--- src/rtl/booth_mult_pkg.sv ---
// booth_mult_pkg -- shared definitions for the Booth multiplier.
//   state_t      : controller states (IDLE, RUN, DONE)
//   ZERO..MINUS2 : Booth digit codes produced by booth_recoder
//   DIGIT_BITS   : width of the multiplier window fed to the recoder
//   SHIFT        : multiplier bits retired per iteration
//   iterations() : number of iterations for a given extended operand width
// Build option: define BOOTH_MULT_RADIX4_EN for radix-4 recoding
// (3-bit window, 2-bit shift); otherwise radix-2 (2-bit window, 1-bit shift).
package booth_mult_pkg;

    typedef enum logic [1:0] {
        IDLE = 2'd0,
        RUN  = 2'd1,
        DONE = 2'd2
    } state_t;

    localparam logic [2:0] ZERO   = 3'd0;
    localparam logic [2:0] PLUS1  = 3'd1;
    localparam logic [2:0] MINUS1 = 3'd2;
    localparam logic [2:0] PLUS2  = 3'd3;
    localparam logic [2:0] MINUS2 = 3'd4;

`ifdef BOOTH_MULT_RADIX4_EN
    localparam int DIGIT_BITS = 3;
    localparam int SHIFT      = 2;
`else
    localparam int DIGIT_BITS = 2;
    localparam int SHIFT      = 1;
`endif

    function automatic int iterations(input int ext_width);
        return ext_width / SHIFT;
    endfunction

endpackage

--- src/rtl/booth_mult_recoder.sv ---
// booth_recoder -- combinational Booth digit selection.
//   bits  (in)  : multiplier window {b_lsb(s), aux}; 2 bits radix-2, 3 bits radix-4
//   digit (out) : one of ZERO, PLUS1, MINUS1, PLUS2, MINUS2
// Build option: BOOTH_MULT_RADIX4_EN selects the radix-4 triplet table.
module booth_recoder
    import booth_mult_pkg::*;
(
    input  logic [DIGIT_BITS-1:0] bits,
    output logic [2:0]            digit
);

    always_comb begin
        digit = ZERO;
`ifdef BOOTH_MULT_RADIX4_EN
        case (bits)
            3'b001, 3'b010: digit = PLUS1;
            3'b011:         digit = PLUS2;
            3'b100:         digit = MINUS2;
            3'b101, 3'b110: digit = MINUS1;
            default:        digit = ZERO;
        endcase
`else
        case (bits)
            2'b01:   digit = PLUS1;
            2'b10:   digit = MINUS1;
            default: digit = ZERO;
        endcase
`endif
    end

endmodule

--- src/rtl/booth_mult.sv ---
// booth_mult -- sequential Booth multiplier, signed or unsigned operands.
// All state changes on the falling edge of clk; reset is asynchronous, active-low.
//   clk       (in)  : clock
//   reset     (in)  : asynchronous active-low reset
//   a, b      (in)  : multiplicand / multiplier, sampled when start is accepted
//   is_signed (in)  : 1 = two's-complement operands, 0 = unsigned
//   start     (in)  : request, accepted in IDLE or DONE only
//   busy      (out) : high while iterating
//   done      (out) : one-cycle pulse, z valid
//   z         (out) : 2*WIDTH-bit product, held until the next result or reset
// Build option: BOOTH_MULT_RADIX4_EN selects radix-4 (E/2 iterations)
// instead of radix-2 (E iterations); results are identical.
module booth_mult
    import booth_mult_pkg::*;
#(
    parameter int WIDTH = 32
) (
    input  logic               clk,
    input  logic               reset,
    input  logic [WIDTH-1:0]   a,
    input  logic [WIDTH-1:0]   b,
    input  logic               is_signed,
    input  logic               start,
    output logic               busy,
    output logic               done,
    output logic [2*WIDTH-1:0] z
);

    // Two guard bits make unsigned operands positive signed values, so one
    // signed Booth engine serves both modes.
    localparam int E  = WIDTH + 2;
    localparam int N  = iterations(E);
    localparam int CW = $clog2(N + 1);
    localparam logic [CW-1:0] LAST = CW'(N);

    state_t              state_reg, state_next;
    logic [CW-1:0]       count_reg;
    logic [E:0]          acc_reg;
    logic [E-1:0]        mcand_reg;
    logic [E-1:0]        mult_reg;
    logic                aux_reg;
    logic [2*WIDTH-1:0]  z_reg;

    logic                accept;
    logic                last_iter;
    logic [DIGIT_BITS-1:0] window;
    logic [2:0]          digit;
    logic [E:0]          m1, m2, addend, sum;
    logic [E:0]          acc_next;
    logic [E-1:0]        mult_next;
    logic                aux_next;

    assign accept    = start && (state_reg != RUN);
    assign last_iter = (count_reg == LAST);

    // Window is the low multiplier bit(s) plus the bit shifted out last time.
    assign window = {mult_reg[DIGIT_BITS-2:0], aux_reg};

    booth_recoder u_recoder (
        .bits  (window),
        .digit (digit)
    );

    assign m1 = {mcand_reg[E-1], mcand_reg};
    assign m2 = {mcand_reg, 1'b0};

    always_comb begin
        addend = '0;
        case (digit)
            PLUS1:   addend = m1;
            MINUS1:  addend = -m1;
            PLUS2:   addend = m2;
            MINUS2:  addend = -m2;
            default: addend = '0;
        endcase
    end

    assign sum = acc_reg + addend;

    // Arithmetic right shift of {sum, mult, aux} by SHIFT bits.
    assign acc_next  = {{SHIFT{sum[E]}}, sum[E:SHIFT]};
    assign mult_next = {sum[SHIFT-1:0], mult_reg[E-1:SHIFT]};
    assign aux_next  = mult_reg[SHIFT-1];

    always_comb begin
        state_next = state_reg;
        case (state_reg)
            IDLE:    if (accept) state_next = RUN;
            RUN:     if (last_iter) state_next = DONE;
            DONE:    state_next = accept ? RUN : IDLE;
            default: state_next = IDLE;
        endcase
    end

    always_ff @(negedge clk or negedge reset) begin
        if (!reset) begin
            state_reg <= IDLE;
        end else begin
            state_reg <= state_next;
        end
    end

    always_ff @(negedge clk or negedge reset) begin
        if (!reset) begin
            count_reg <= '0;
            acc_reg   <= '0;
            mcand_reg <= '0;
            mult_reg  <= '0;
            aux_reg   <= 1'b0;
            z_reg     <= '0;
        end else begin
            if (accept) begin
                mcand_reg <= {{2{is_signed & a[WIDTH-1]}}, a};
                mult_reg  <= {{2{is_signed & b[WIDTH-1]}}, b};
                acc_reg   <= '0;
                aux_reg   <= 1'b0;
                count_reg <= '0;
            end else if (state_reg == RUN && !last_iter) begin
                acc_reg   <= acc_next;
                mult_reg  <= mult_next;
                aux_reg   <= aux_next;
                count_reg <= count_reg + CW'(1);
            end
            // Product sits in {acc, mult}; only published once complete.
            if (state_reg == RUN && last_iter) begin
                z_reg <= {acc_reg[WIDTH-3:0], mult_reg};
            end
        end
    end

    assign busy = (state_reg == RUN);
    assign done = (state_reg == DONE);
    assign z    = z_reg;

endmodule

--- config.mk ---
export PLATFORM = sky130hd
export DESIGN_NAME = booth_mult
export DESIGN_NICKNAME = d
export VERILOG_FILES = /design/src/rtl/booth_mult_pkg.sv /design/src/rtl/booth_mult_recoder.sv /design/src/rtl/booth_mult.sv
export SDC_FILE = /design/constraint.sdc
export NUM_CORES = 1
export LEC_CHECK = 0
export BUFFER_PORTS_ARGS = -buffer_cell sky130_fd_sc_hd__buf_2
export CORE_MARGIN = 2
export CORE_UTILIZATION = 51
export DETAILED_ROUTE_END_ITERATION = 10
export GPL_TIMING_DRIVEN = 0
export PLACE_DENSITY_LB_ADDON = 0.12
export REMOVE_ABC_BUFFERS = 1
export SLEW_MARGIN = 0
export SYNTH_ARGS = -nofsm -noshare
export SYNTH_HDL_FRONTEND = slang
export SYNTH_SLANG_ARGS = --single-unit
--- constraint.sdc ---
create_clock -name clk -period 5.7 [get_ports clk]
set_clock_uncertainty 0.05 [all_clocks]
set_input_delay 0.57 -clock clk [delete_from_list [all_inputs] [get_ports clk]]
set_output_delay 0.57 -clock clk [all_outputs]
set_load 0.03 [all_outputs]
==> results_dict.tcl <==
set metrics [dict create \
    status "finished clean" \
    synth_area_leaders "dfrtn_1 (44%), nand2_1 (15%), ha_1 (5.1%)" \
    rsz0062_at_grt "false" \
    hold_buffers 0 \
    tritoncts "yes" \
    setup_viol 0 \
    grtUsageTotal_pct 23.9 \
    core_area_mm2 0.0188 \
    critPathMaxFanout 6 \
    synth_cell_type_count 57 \
    stdcell_area_mm2 0.0114 \
    wl_per_cell_um 15.2 \
    worstSetupStartpoint "mcand_reg[7]" \
    cp.required_ns 8.75 \
    powerDensity_mw_per_mm2 660 \
    r2r_cells 16 \
    p_int_mw 4.05 \
    hpwlAfterDp_mm 16.4 \
    crit_path_top_delay_cell "or4_4" \
    worst_pin_slew_ns 1.14 \
    finalCritPeriodShare_pct 92.3 \
    row_count 50 \
    clock_latency_ns 0.41 \
    cts_setup_buffers 0 \
    layout_commonest_cell "nand2_1" \
    slowest_delay_ns 0.57 \
    start_kind "flop" \
    clock_power_share_pct 16.0 \
    die_h_um 143 \
    r2r_end "acc_reg[33]" \
    route.detailed.drc 0 \
    drv_slew 0 \
    avgSynthCellArea_um2 8.21 \
    cts_sinks 174 \
    path_class "reg -> reg" \
    synth_top_area_share_pct 44.1 \
    placed_cell_area_mm2 0.0108 \
    irDropWorstVdd_mv 0.254 \
    p_leak_nw 5.80 \
    globalRoute.totalOverflow 0 \
    endpoint_kind "flop" \
    path_clk_slew_ns 0.05 \
    combPwrFrac_pct 52.7 \
    fmaxAchievable_mhz 190 \
    drtPass1Iterations 5 \
    htreeDepth 4 \
    numCtsBuffers 17 \
    die_w_um 143 \
    ctsResizeCount 0 \
    setup_tns_ns 0 \
    yosys.area.top_type "dfrtn_1" \
    start_util_pct 52.5 \
    syn_area_mm2 0.00988 \
    synth.yosys.warnings 0 \
    maxCapViolations 0 \
    antenna_found_initial 0 \
    synth_seq_cells 174 \
    grt_max_degree 119 \
    final_util_pct 60.6 \
    io_buffers 133 \
    cts_root_buf "clkbuf_16" \
    hold_class "reg -> reg" \
    p_switching_mw 3.48 \
    cts_buffer_depth 2 \
    diodes 0 \
    cp_cell_sequence "or4_4, or4_4, or3_4, or4_4, xor2_1, a22oi_1, nor2_1, ha_1, a21oi_1, o21bai_1, a2111oi_0, nor4_1, a2111oi_0, o21ai_0, a31oi_1, nand2_1" \
    largest_register_ffs 64 \
    post_drt_via_cell_ratio 5.44 \
    async_flop_share_pct 100 \
    hold_depth 2 \
    grt_pass1_wl_mm 39.4 \
    final_net_count 1404 \
    critPathMostFrequentCell "or4_4" \
    ant_nets 0 \
    r2r_setup_slack_ns 0.44 \
    totalWireLength_mm 23.8 \
    fin_crit_ns 5.26 \
    pwr-share-seq_pct 31.3 \
    timing.rr.start "mcand_reg[7]" \
    fin_hold_ws_ns 0.362 \
    syn_inst 1203 \
    placed_cells 1536 \
    swShare_pct 46.2 \
    via_count 8523 \
    fin_cells 1568 \
    final_hold_viol_count 0 \
    ios 134 \
    die-area_mm2 0.0205 \
    cp.arrival_ns 8.31 \
    crit_end "acc_reg[33]" \
    grt_pass1_vias 8054 \
    synth-edff-count 0 \
    synth_ff_type "dfrtn_1" \
    relSlewSlack_pct 24.3 \
    seq_area_frac_synth_pct 44.1 \
    drt_iter0_drc 560 \
    place.gp.congestion 0.880 \
    area_growth_pct 15.5 \
    drive_gt1_share_pct 14.6 \
    most-common-layout-cells "nand2_1 (401), dfrtn_1 (174), buf_2 (132)" \
]
[cell type report]
cell class / instances / area (µm²)
Fill cell: 1683 / 7420
Multi-Input combinational cell: 946 / 5250
Sequential cell: 174 / 4350
Timing Repair Buffer: 139 / 811
Clock buffer: 18 / 429
Tap cell: 260 / 325
Clock inverter: 14 / 179
Inverter: 17 / 63.8
[synthesized netlist by cell type, types with 3 or more instances]
cell,count
a2111oi_0,3
a211oi_1,7
a21boi_0,3
a21o_1,36
a21oi_1,39
a22oi_1,56
a31oi_1,8
a32oi_1,4
and2_1,4
and3_1,3
buf_1,3
clkbuf_1,61
dfrtn_1,174
ha_1,40
inv_1,16
nand2_1,403
nand2b_1,9
nand3_1,47
nand4_1,5
nor2_1,69
nor2b_1,5
nor3_1,16
nor4_1,5
o211ai_1,7
o21a_1,7
o21ai_0,54
o21bai_1,10
o311ai_0,4
o31ai_1,5
o41ai_1,3
or2_2,4
or3_1,9
or4_1,4
or4_4,3
xnor2_1,31
xor2_1,19
[power by group through the flow]
| stage | clock network [mW] | registers, mW | logic, mW |
|---|---|---|---|
| global route | 1.27 | 2.45 | 4.45 |
| CTS | 1.22 | 2.35 | 3.96 |
| detailed placement | 0 | 2.37 | 3.93 |
| floorplan | 0 | 2.58 | 2.66 |
| finish | 1.20 | 2.36 | 3.97 |
| global placement | 0 | 2.35 | 3.81 |
[worst max-delay path: cells and delay by family (launching register included)]
family	cells	cell delay [ns]
simple gates	7	2.23
compound gates	7	1.87
fa+ha+maj	1	0.41
flops	1	0.40
xor+xnor	1	0.15
[cells by family (layout without fill, tap and decap cells)]
kind of cell | count (synthesis) | in the layout | share of synthesized area [%]
AO/OA/AOI/OAI | 261 | 261 | 17.8
adder cells (fa/ha/maj) | 41 | 41 | 5.27
buffers and inverters | 83 | 188 | 3.18
XOR/XNOR | 50 | 50 | 4.43
flip-flops | 174 | 174 | 44.1
AND/OR/NAND/NOR | 594 | 594 | 25.3
[worst min path at each step]
stage                  from      endpoint  slack (ns)
2_1_floorplan  state_reg[0]  state_reg[0]        0.37
3_3_place_gp          z[22]         z[22]        0.36
3_5_place_dp          z[58]         z[58]        0.37
4_1_cts               z[58]         z[58]        0.37
5_1_grt               z[22]         z[22]        0.38
6_report              z[56]         z[56]        0.36
[stage by stage]
step	total power [mW]	setup WS [ns]
3_3_place_gp	6.16	-4.97
6_report	7.53	0.440
2_1_floorplan	5.24	-1.70
5_1_grt	8.17	0.124
3_5_place_dp	6.30	0.491
4_1_cts	7.54	0.470
[per-layer routing]
| layer | up-vias | global-route usage (%) | share of wire [%] |
|---|---|---|---|
| li1 | 4332 | - | - |
| met1 | 3912 | 35.0 | 49 |
| met4 | 0 | 6.72 | 1.2 |
| met3 | 27 | 3.52 | 6.0 |
| met5 | - | 0 | 0 |
| met2 | 252 | 36.8 | 44 |
Power figures use the tool's default switching activity.
